<file path="src/rtl/mux_sel_pkg.sv">
// mux_sel_pkg: shared types and constants for the 4-channel mux select arbiter
package mux_sel_pkg;
   typedef enum logic {IDLE, GRANT} state_t;
   localparam int NCH  = 4;
   localparam int SELW = 2;
endpackage

</file>
<file path="src/rtl/rr_pick4.sv">
// rr_pick4: combinational round-robin pick, first set req bit scanning from ptr upward mod 4
// ports: ptr - scan start; req - requests; idx - chosen channel; found - any request set
module rr_pick4
   import mux_sel_pkg::*;
(
   input  logic [SELW-1:0] ptr,
   input  logic [NCH-1:0]  req,
   output logic [SELW-1:0] idx,
   output logic            found
);
   logic [NCH-1:0]  rot;
   logic [SELW-1:0] off;
   always_comb begin
      rot = NCH'({req, req} >> ptr);
      off = '0;
      // descending scan so the lowest rotated bit (closest to ptr) wins
      for (int i = NCH - 1; i >= 0; i--) off = rot[i] ? SELW'(i) : off;
      idx   = ptr + off;
      found = |req;
   end
endmodule

</file>
<file path="src/rtl/mux_sel_arbiter.sv">
// mux_sel_arbiter: round-robin arbiter with min dwell / max hold driving a 4:1 mux select
// ports: clk, rst (sync active-high), en, req[3:0] in; s1/s0 select, gnt one-hot,
//        gnt_valid, done (pulse the cycle after a grant ends) out, all registered
module mux_sel_arbiter
   import mux_sel_pkg::*;
#(
   parameter int DWELL   = 4,
   parameter int MAXHOLD = 16,
   parameter int CW      = 8
) (
   input  logic           clk,
   input  logic           rst,
   input  logic           en,
   input  logic [NCH-1:0] req,
   output logic           s1,
   output logic           s0,
   output logic [NCH-1:0] gnt,
   output logic           gnt_valid,
   output logic           done
);
   state_t          state_q, state_d;
   logic [SELW-1:0] ptr_q, ptr_d, sel_q, sel_d, pick_ptr, pick_idx;
   logic [CW-1:0]   cnt_q, cnt_d;
   logic [NCH-1:0]  gnt_q, gnt_d;
   logic            valid_q, valid_d, done_q, done_d;
   logic            pick_found, rel, start, at_max;

   // during a grant the pick must start past the current owner so release rotates
   assign pick_ptr = (state_q == GRANT) ? sel_q + 1'b1 : ptr_q;

   rr_pick4 u_pick (
      .ptr   (pick_ptr),
      .req   (req),
      .idx   (pick_idx),
      .found (pick_found)
   );

   always_comb begin
      at_max  = cnt_q == CW'(MAXHOLD - 1);
      rel     = (state_q == GRANT) && (!en || at_max || (cnt_q >= CW'(DWELL - 1) && !req[sel_q]));
      start   = en && pick_found && (state_q == IDLE || rel);
      state_d = start ? GRANT : (rel ? IDLE : state_q);
      ptr_d   = rel ? sel_q + 1'b1 : ptr_q;
      sel_d   = start ? pick_idx : sel_q;
      cnt_d   = (start || rel) ? '0 : ((state_q == GRANT && !at_max) ? cnt_q + 1'b1 : cnt_q);
      valid_d = state_d == GRANT;
      gnt_d   = valid_d ? ({{(NCH - 1){1'b0}}, 1'b1} << sel_d) : '0;
      done_d  = rel;
   end

   always_ff @(posedge clk) begin
      if (rst) begin
         state_q <= IDLE;
         ptr_q   <= '0;
         sel_q   <= '0;
         cnt_q   <= '0;
         gnt_q   <= '0;
         valid_q <= 1'b0;
         done_q  <= 1'b0;
      end else begin
         state_q <= state_d;
         ptr_q   <= ptr_d;
         sel_q   <= sel_d;
         cnt_q   <= cnt_d;
         gnt_q   <= gnt_d;
         valid_q <= valid_d;
         done_q  <= done_d;
      end
   end

   assign s1        = sel_q[1];
   assign s0        = sel_q[0];
   assign gnt       = gnt_q;
   assign gnt_valid = valid_q;
   assign done      = done_q;
endmodule

</file>
<file path="config.mk">
export PLATFORM = sky130hd
export DESIGN_NAME = mux_sel_arbiter
export DESIGN_NICKNAME = d
export VERILOG_FILES = /design/src/rtl/mux_sel_pkg.sv /design/src/rtl/rr_pick4.sv /design/src/rtl/mux_sel_arbiter.sv
export SDC_FILE = /design/constraint.sdc
export NUM_CORES = 1
export LEC_CHECK = 0
export CAP_MARGIN = 15
export CORE_MARGIN = 2
export CORE_UTILIZATION = 40
export DETAILED_ROUTE_END_ITERATION = 12
export HOLD_SLACK_MARGIN = 0.02
export PLACE_DENSITY = 0.63
export SYNTH_ARGS = -nofsm -noshare
export SYNTH_HDL_FRONTEND = slang
export SYNTH_HIERARCHICAL = 1
export SYNTH_SLANG_ARGS = --single-unit
</file>
<file path="constraint.sdc">
create_clock -name clk -period 2.2 [get_ports clk]
set_input_delay 0.44 -clock clk [delete_from_list [all_inputs] [get_ports clk]]
set_output_delay 0.44 -clock clk [all_outputs]
set_load 0.005 [all_outputs]
</file>
# Yosys cells after proc, flatten, opt, wreduce, memory -nomap -nowiden
# Cells that the tools add are included.
# W data, S select, Z words.
[totals]
output_inout_bits = 8
inputBits = 7
ff_bits = 18
[op_classes]
n_addsub = 3
magnitude_cmp = 2
muxes = 10
eq_ne = 1
n_shift = 2
reduce_logical = 15
n_bitwise = 2
[op_table]
columns = ["operator", "n"]
rows = [
  ["$mux W2", 6],
  ["$add A8 B1 Y8 const B", 1],
  ["$eq A8 B4 Y1 const B", 1],
  ["$ge A8 B2 Y1 const B", 1],
  ["$shr A8 B2 Y4", 1],
  ["$logic_and A1 B1 Y1", 5],
  ["$logic_or A1 B1 Y1", 4],
  ["$reduce_or A2 Y1", 2],
  ["$reduce_or A4 Y1", 1],
  ["$shl A1 B2 Y4 const A", 1],
  ["$logic_not A1 Y1", 3],
  ["$lt A2 B3 Y1 const B", 1],
  ["$mux W1", 3],
  ["$add A2 B1 Y2 const B", 1],
  ["$add A2 B2 Y2", 1],
  ["$bmux W1 S2", 1],
  ["$not A1 Y1", 2],
]

# Depth between registers and ports, before layout
# Gate-level depths: netlist of the first run.
[logic_depth]
depth_word = 11
ltp_mapped = 13
depth_no_buf = 11

# Cells and area by module
# The synthesis of the first run kept the hierarchy.
[modules_own_cells]
columns = ["mod", "area_each_um2", "n_inst", "cells_each", "seq_area_each_um2"]
rows = [
  ["mux_sel_arbiter", 1008.5, 1, 106, 360.3],
  ["rr_pick4", 178.9, 1, 27, 0.0],
]

# Least setup slack after synthesis of the first run
# OpenSTA, ideal clock, no wires.
[synth_path]
kind = "flip-flop to flip-flop"
from = "register, netlist name gnt_valid"
to = "register gnt_q[3], in the netlist gnt[3]"
stages_incl_launch_ff = 14
setup_ps = 95
arrival_time_ps = 2272
path_buffers = 2
period_less_slack_ps = 2367
path_slack_ps = -167
cell_sequence = "dfxtp_1 -> buf_1 -> nor2_1 -> a21oi_1 -> buf_4 -> nand2_1 -> nor2_1 -> o21ai_0 -> o211ai_1 -> ha_1 -> xor2_1 -> xnor2_1 -> o211ai_1 -> a221oi_1"
[synth_lines]
columns = ["item", "line", "source"]
rows = [
  ["end signal, assigned", "mux_sel_arbiter.sv:65", "gnt_q <= gnt_d;"],
  ["end, declared", "mux_sel_arbiter.sv:24", "logic [NCH-1:0] gnt_q, gnt_d;"],
]

==> summary.txt, run 1 <==
STA
  • RSZ-0062 raised after global routing: yes
  • Final min period: 2210 ps
  • Worst Skew: 1.71 ps
  • Max frequency: 0.452 GHz
  • Slew margin rel.: 72.7%
  • Slew Limit Fails: 0
  • Final setup fails: 1
  • Final period util: 101%
  • Final WS setup: -11.8 ps
  • Hold Vio Cnt, Final: 0
  • Worst-margin pin slew: 407 ps

Routing
  • WL/cell: 14.9 µm
  • Detailed-route via count: 1156
  • Residual DRC: 0
  • Wirelength, routed: 3.02 mm
  • DRT Pass-1 Iters: 4
  • Antenna-violating nets left: 0
  • Vias/cell: 5.72
  • Drt initial violations: 30

Setup path
  • CP cell instances: nor2_2 -> a21oi_1 -> buf_4 -> nor3b_1 -> o21ai_1 -> o211ai_1 -> ha_2 -> xor2_1 -> xnor2_1 -> o211ai_1 -> a221oi_1
  • Max FO, Critical Path: 6
  • Worst Setup Path Type: flip-flop to flip-flop
  • CP most frequent cell: o211ai_1
  • Worst setup EP type: flip-flop
  • Critical Path AT: 2420 ps
  • Family with the most delay on the worst path: compound AO/OA/AOI/OAI gates
  • Worst EP required: 2410 ps
  • Buf/Inv on CP: 1
  • Startpoint types: flip-flop
  • Slowest cell on crit path: dfxtp_4
  • Largest stage delay on the critical path: 370 ps

Final layout
  • Area grow syn2layout: 35.6%
  • Most common cell after layout, fill and taps aside: buf_4
  • Fin nets: 181
  • Most frequent cells in the layout: buf_4, dfxtp_1, clkdlybuf4s50_1
  • Core Util, Final: 57.9%
  • Layout cell share with drive strength beyond 1: 38.6%
  • Ant diodes: 0
  • Fillers: 248

Logic synthesis
  • Synth Register Bits: 18
  • Average size of a mapped cell: 8.93 µm²
  • Synth Area in Compound Gates: 26.6%
  • Synth async-reset ratio: 0%
  • Post-synth EDFFs: 0
  • Adder-cell share of the synthesized area: 2.11%
  • Largest area contributor in the netlist: dfxtp_1
  • Syn_nets: 142
  • Post-synth top flop: dfxtp_1
  • Post-synthesis sequential area ratio: 30.3%
  • Cells after Synth: 133
  • Ys Warns: 6
  • Largest family of logic cells by synthesized area: simple AND/OR/NAND/NOR gates
  • Post-synthesis cell type count: 49
  • Area contributors post-synth: dfxtp_1, a21oi_1, xor2_1, nor3_1, nor2_2
  • Multiplexer share of the synthesized area: 3.58%
  • Synth Area in Simple Gates: 27.3%
  • Mapped cell area: 1190 µm²
  • Synth top area share: 30.3%
  • Synth Area in XOR/XNOR: 5.90%

Global routing
  • Grt total ovfl: 0
  • Initial antenna violation count: 0
  • M2 GR Usage: 28.1%
  • Vias in the first global route: 1108
  • Tot GR Track Use: 18.7%
  • GR peak layer: met2
  • First-pass GRT wire length: 5.04 mm
  • Largest net degree at the start of global routing: 12
  • Met3 GRT Util: 5.49%
  • GR Layer Usage met1: 27.1%

Die
  • I/O pins: 15
  • Initial Util: 42.7%
  • Die H: 58.5 µm
  • Die span in x: 58.5 µm
  • Die area: 3420 µm²
  • FP Rows: 19
  • Core area: 2780 µm²

Power and ir drop
  • Psw: 242 µW
  • Clock share of power: 25.6%
  • Leak: 0.000598 µW
  • Power Density: 506 nW/µm²
  • Combinational fraction of design power: 31.1%
  • Reg power frac: 43.3%
  • Max IR drop VDD: 388 µV
  • Switching part of the total power: 29.7%
  • Internal power: 573 µW

Hold path
  • Worst hold path class: flip-flop to flip-flop

Flow run
  • Max-Cap Viols: 0

Place
  • Placer Congestion: 0.917
  • Setup WS pre-CTS: -463 ps
  • Post-DP HPWL: 2.14 mm
  • Port Buf Inserts: 14

Status
  • Failing checks: negative setup slack
  • Status: complete, but fails checks

CTS
  • Clock-pin slew on the worst setup and hold paths: 110 ps
  • Maximum buffer depth of the clock tree: 2
  • Clk_lat worst skew: 300 ps
  • Clk root buf: clkbuf_4
  • H-tree levels: 1
  • Post-CTS Hold Fix Bufs: 0
  • CTS Buf Count: 3
  • CTS tree: built
  • # clock sinks: 18
per-stage QoR:
stage	cells	power (µW)	area (µm²)	hold slack, ps	setup TNS [ps]
floorplan	133	491	1200	492	0
global placement	194	578	1490	509	-3470
detailed placement	194	581	1490	526	-4260
CTS	199	796	1530	553	0
global route	202	859	1610	584	-155
finish	202	814	1610	542	-11.8
Yosys cell counts, types with 2 or more instances:
master and instances:
nand3_1 4, or4_1 4, o211ai_1 5, inv_1 2, a211oi_2 2, buf_6 2
mux2i_1 2, nor2_2 6, xnor2_1 2, nand2b_1 3, o21ai_0 3, nand2_1 6
a21o_2 2, a21boi_1 2, o2111ai_1 2, a21oi_1 11, dfxtp_1 18, a2111oi_2 2
nor3b_1 3, ha_1 2, nor2_1 6, nor3_1 8, xor2_1 6, a31oi_1 2
a211o_2 2, and3_1 3
final cells by class:
| cell class | instances | area [µm²] | share of cell area (%) |
|---|---|---|---|
| Multi-Input combinational cell | 107 | 827 | 51.4 |
| Timing Repair Buffer | 40 | 334 | 20.7 |
| Inverter | 2 | 7.51 | 0.466 |
| Tap cell | 31 | 38.8 | 2.41 |
| Clock buffer | 4 | 36.3 | 2.25 |
| Sequential cell | 18 | 367 | 22.8 |
sequential cells by signal (all words and copies together) (netlist names):
register / count
done: 1
ptr_q: 2
sel_q: 2
gnt_valid: 1
gnt: 4
cnt_q: 8
per-layer routing:
layer / up-vias / share of wire [%]
met4: 0 / 0.23
met3: 2 / 3.6
met2: 21 / 46
li1: 586 / -
met5: - / 0
met1: 547 / 50
final timing paths:
check                                           start                     to  slack (ps)  depth (start not counted)
worst min-delay path            cnt_q[1]$_SDFFE_PP0P_  cnt_q[1]$_SDFFE_PP0P_         540                          2
worst min register to register  cnt_q[1]$_SDFFE_PP0P_  cnt_q[1]$_SDFFE_PP0P_         540                          2
worst max-delay path             gnt_valid$_SDFF_PP0_      gnt[3]$_SDFF_PP0_         -10                         11
worst max register to register   gnt_valid$_SDFF_PP0_      gnt[3]$_SDFF_PP0_         -10                         11
worst min-delay path: cells and delay by family (launching register included):
kind | cells | cell delay, ps
mux | 1 | 90
simple gates | 1 | 70
flops | 1 | 360
timing repair:
item	in CTS	in global routing
endpoints found under the hold margin	0	0
endpoints found under the setup margin	3	6
pin swaps	2	9
buffers inserted	1	3
resized for setup	4	18
power groups by stage:
stage,logic (µW),registers [µW],clock network [µW]
after floorplan,131,360,0
after global routing,273,356,230
final,253,353,208
after detailed placement,223,359,0
after global placement,218,359,0
after CTS,228,352,215
cell families (layout without fill, tap and decap cells):
family,after synthesis,count (layout)
simple gates,53,53
compound gates,41,41
flops,18,18
xor+xnor,8,8
buf+inv,8,46
mux,3,3
fa+ha+maj,2,2
No activity file was read; power rests on OpenSTA's default activity.
==> run 2, diff against run 1 <==
--- a/config.mk
+++ b/config.mk
@@ -6,6 +6,7 @@
 export NUM_CORES = 1
 export LEC_CHECK = 0
 export CAP_MARGIN = 15
+export CORE_ASPECT_RATIO = 1.25
 export CORE_MARGIN = 2
 export CORE_UTILIZATION = 40
 export DETAILED_ROUTE_END_ITERATION = 12
==> run 2 against run 1 <==
Effect of this change: the flow now finishes without violations; wire length fell by 1.3%; clock power barely moved; utilization is 0.45 points lower; sequential share of layout area shrank 0.69 points; design area rose by 3.1%; first-iteration DRC count down 50%; count of clock-buffer cells in the layout is the same; critical path type unchanged; critical endpoint unchanged; highest routed layer unchanged.
==> summary.txt, run 2 (synthesis gave the netlist of run 1 again) <==
Setup path
  • Worst EP required: 2400 ps
  • Startpoint types: flip-flop
  • R2R Path End: gnt[3]$_SDFF_PP0_
  • Slowest cell on crit path: dfxtp_4
  • Largest stage delay on the critical path: 390 ps
  • Reg2Reg Setup Slack: 60 ps
  • Worst Setup Path Type: flip-flop to flip-flop
  • Crit path launch: gnt_valid$_SDFF_PP0_
  • CP most frequent cell: o211ai_1
  • CP cell instances: nor2_2 -> a21oi_2 -> buf_6 -> nor3_2 -> a31oi_1 -> o211ai_1 -> ha_2 -> xor2_1 -> xnor2_1 -> o211ai_1 -> a221oi_2
  • Max FO, Critical Path: 5
  • Worst setup EP type: flip-flop
  • RR Startpoint: gnt_valid$_SDFF_PP0_
  • Critical Path AT: 2350 ps
  • Worst R2R Path Depth: 11

Final layout
  • Most frequent cells in the layout: buf_4, dfxtp_1, clkdlybuf4s50_1
  • Fin nets: 184
  • Fin area: 1660 µm²
  • Layout cell share with drive strength beyond 1: 41.4%
  • Most common cell after layout, fill and taps aside: buf_4
  • Fillers: 274
  • Area grow syn2layout: 39.8%
  • Flip-flop count of the largest register after layout: 8
  • Core Util, Final: 57.4%
  • Largest reg by FF count: cnt_q
  • Ant diodes: 0

Flow run
  • Max-Cap Viols: 0

Power and ir drop
  • Leak: 0.000614 µW
  • Max IR drop VDD: 268 µV
  • Power Density: 498 nW/µm²

STA
  • Worst-margin pin slew: 390 ps
  • Final period util: 97.4%
  • RSZ-0062 raised after global routing: yes
  • Setup TNS: 0 ps
  • Hold slack final: 532 ps
  • Final min period: 2140 ps
  • Final setup fails: 0
  • Hold Vio Cnt, Final: 0
  • Final WS setup: 56.4 ps
  • Slew Limit Fails: 0
  • Max frequency: 0.467 GHz
  • Slew margin rel.: 73.9%
  • Worst Skew: 6.40 ps

Global routing
  • Tot GR Track Use: 19.5%
  • First-pass GRT wire length: 5.08 mm
  • Largest net degree at the start of global routing: 11
  • Initial antenna violation count: 0
  • Vias in the first global route: 1196
  • Grt total ovfl: 0

Place
  • Area after DPL: 1530 µm²
  • Placer Congestion: 0.773
  • Post-DP HPWL: 2.23 mm
  • Port Buf Inserts: 14
  • Setup WS pre-CTS: -426 ps

CTS
  • Clk root buf: clkbuf_4
  • H-tree levels: 1
  • Clock-pin slew on the worst setup and hold paths: 110 ps
  • CTS Buf Count: 3
  • # clock sinks: 18
  • CTS tree: built
  • Clk_lat worst skew: 290 ps
  • Maximum buffer depth of the clock tree: 2

Die
  • Initial Util: 41.1%
  • Die area: 3420 µm²
  • Die span in x: 52.7 µm
  • Core area: 2890 µm²
  • I/O pins: 15
  • Die H: 64.9 µm
  • FP Rows: 22

Status
  • Status: finished, final reports clean

Routing
  • Detailed-route via count: 1178
  • WL/cell: 14.2 µm
  • Wirelength, routed: 2.98 mm
  • Residual DRC: 0
  • Drt initial violations: 15
  • DRT Pass-1 Iters: 4
  • Vias/cell: 5.61
  • Antenna-violating nets left: 0

Hold path
  • Hold Path Cell Cnt: 2
  • Hold Startpoint: cnt_q[1]$_SDFFE_PP0P_
  • Min-Delay Endpoint: cnt_q[1]$_SDFFE_PP0P_
  • Worst hold path class: flip-flop to flip-flop
-- run 2: cell type report --
type | count | area, µm² | share of cell area, %
Clock buffer | 4 | 36.3 | 2.19
Inverter | 2 | 7.51 | 0.452
Multi-Input combinational cell | 107 | 848 | 51.1
Sequential cell | 18 | 367 | 22.1
Tap cell | 36 | 45.0 | 2.71
Timing Repair Buffer | 43 | 357 | 21.5
-- run 2: what timing repair did --
item | 4_1_cts | 5_1_grt
resized for setup | 18 | 8
pin swaps | 9 | 8
gates cloned | 1 | 0
buffers inserted | 2 | 1
setup endpoints to repair | 4 | 5
hold buffers | 0 | 0
-- run 2: through the flow --
stage          power, µW  std cells
5_1_grt              869        210
2_1_floorplan        491        133
4_1_cts              822        210
3_5_place_dp         597        203
6_report             826        210
3_3_place_gp         595        203
-- run 2: where the power goes --
part | total, µW | internal (µW) | leakage [µW] | switching (µW)
Combinational | 266 | 139 | 0.000446 | 127
Clock | 205 | 101 | 0.0000210 | 105
Sequential | 355 | 342 | 0.000148 | 12.2
Total | 826 | 582 | 0.000614 | 244
-- run 2: worst max path at each step --
stage	to	slack, ps	depth (start not counted)
6_report	gnt[3]$_SDFF_PP0_	60	11
2_1_floorplan	gnt[3]$_SDFF_PP0_	50	10
4_1_cts	gnt[3]$_SDFF_PP0_	3	11
5_1_grt	gnt[3]$_SDFF_PP0_	-90	12
3_5_place_dp	gnt[3]$_SDFF_PP0_	-430	10
3_3_place_gp	gnt[3]$_SDFF_PP0_	-300	10
-- run 2: per-layer routing --
layer  vias up  track usage, %  part of all wire [%]
met5         -               0                     0
met4         0            12.5                   2.9
met3         8            2.07                   1.3
met2        17            36.1                    55
met1       563            19.7                    41
li1        590               -                     -
-- run 2: worst max-delay path: cells and delay by family, from the launching register on --
kind | cells | cell delay, ps
adders and majority gates | 1 | 190
xor gates and xnor gates | 2 | 350
buffers and inverters | 1 | 160
AOI/OAI and AO/OA | 5 | 870
DFF | 1 | 390
and+or+nand+nor | 2 | 90
==> run 3, diff against run 2 <==
--- a/config.mk
+++ b/config.mk
@@ -10,6 +10,7 @@
 export CORE_MARGIN = 2
 export CORE_UTILIZATION = 40
 export DETAILED_ROUTE_END_ITERATION = 12
+export GPL_ROUTABILITY_DRIVEN = 1
 export HOLD_SLACK_MARGIN = 0.02
 export PLACE_DENSITY = 0.63
 export SYNTH_ARGS = -nofsm -noshare
==> results of run 3 <==
Final layout, timing and power as in run 2 (identical DEF).
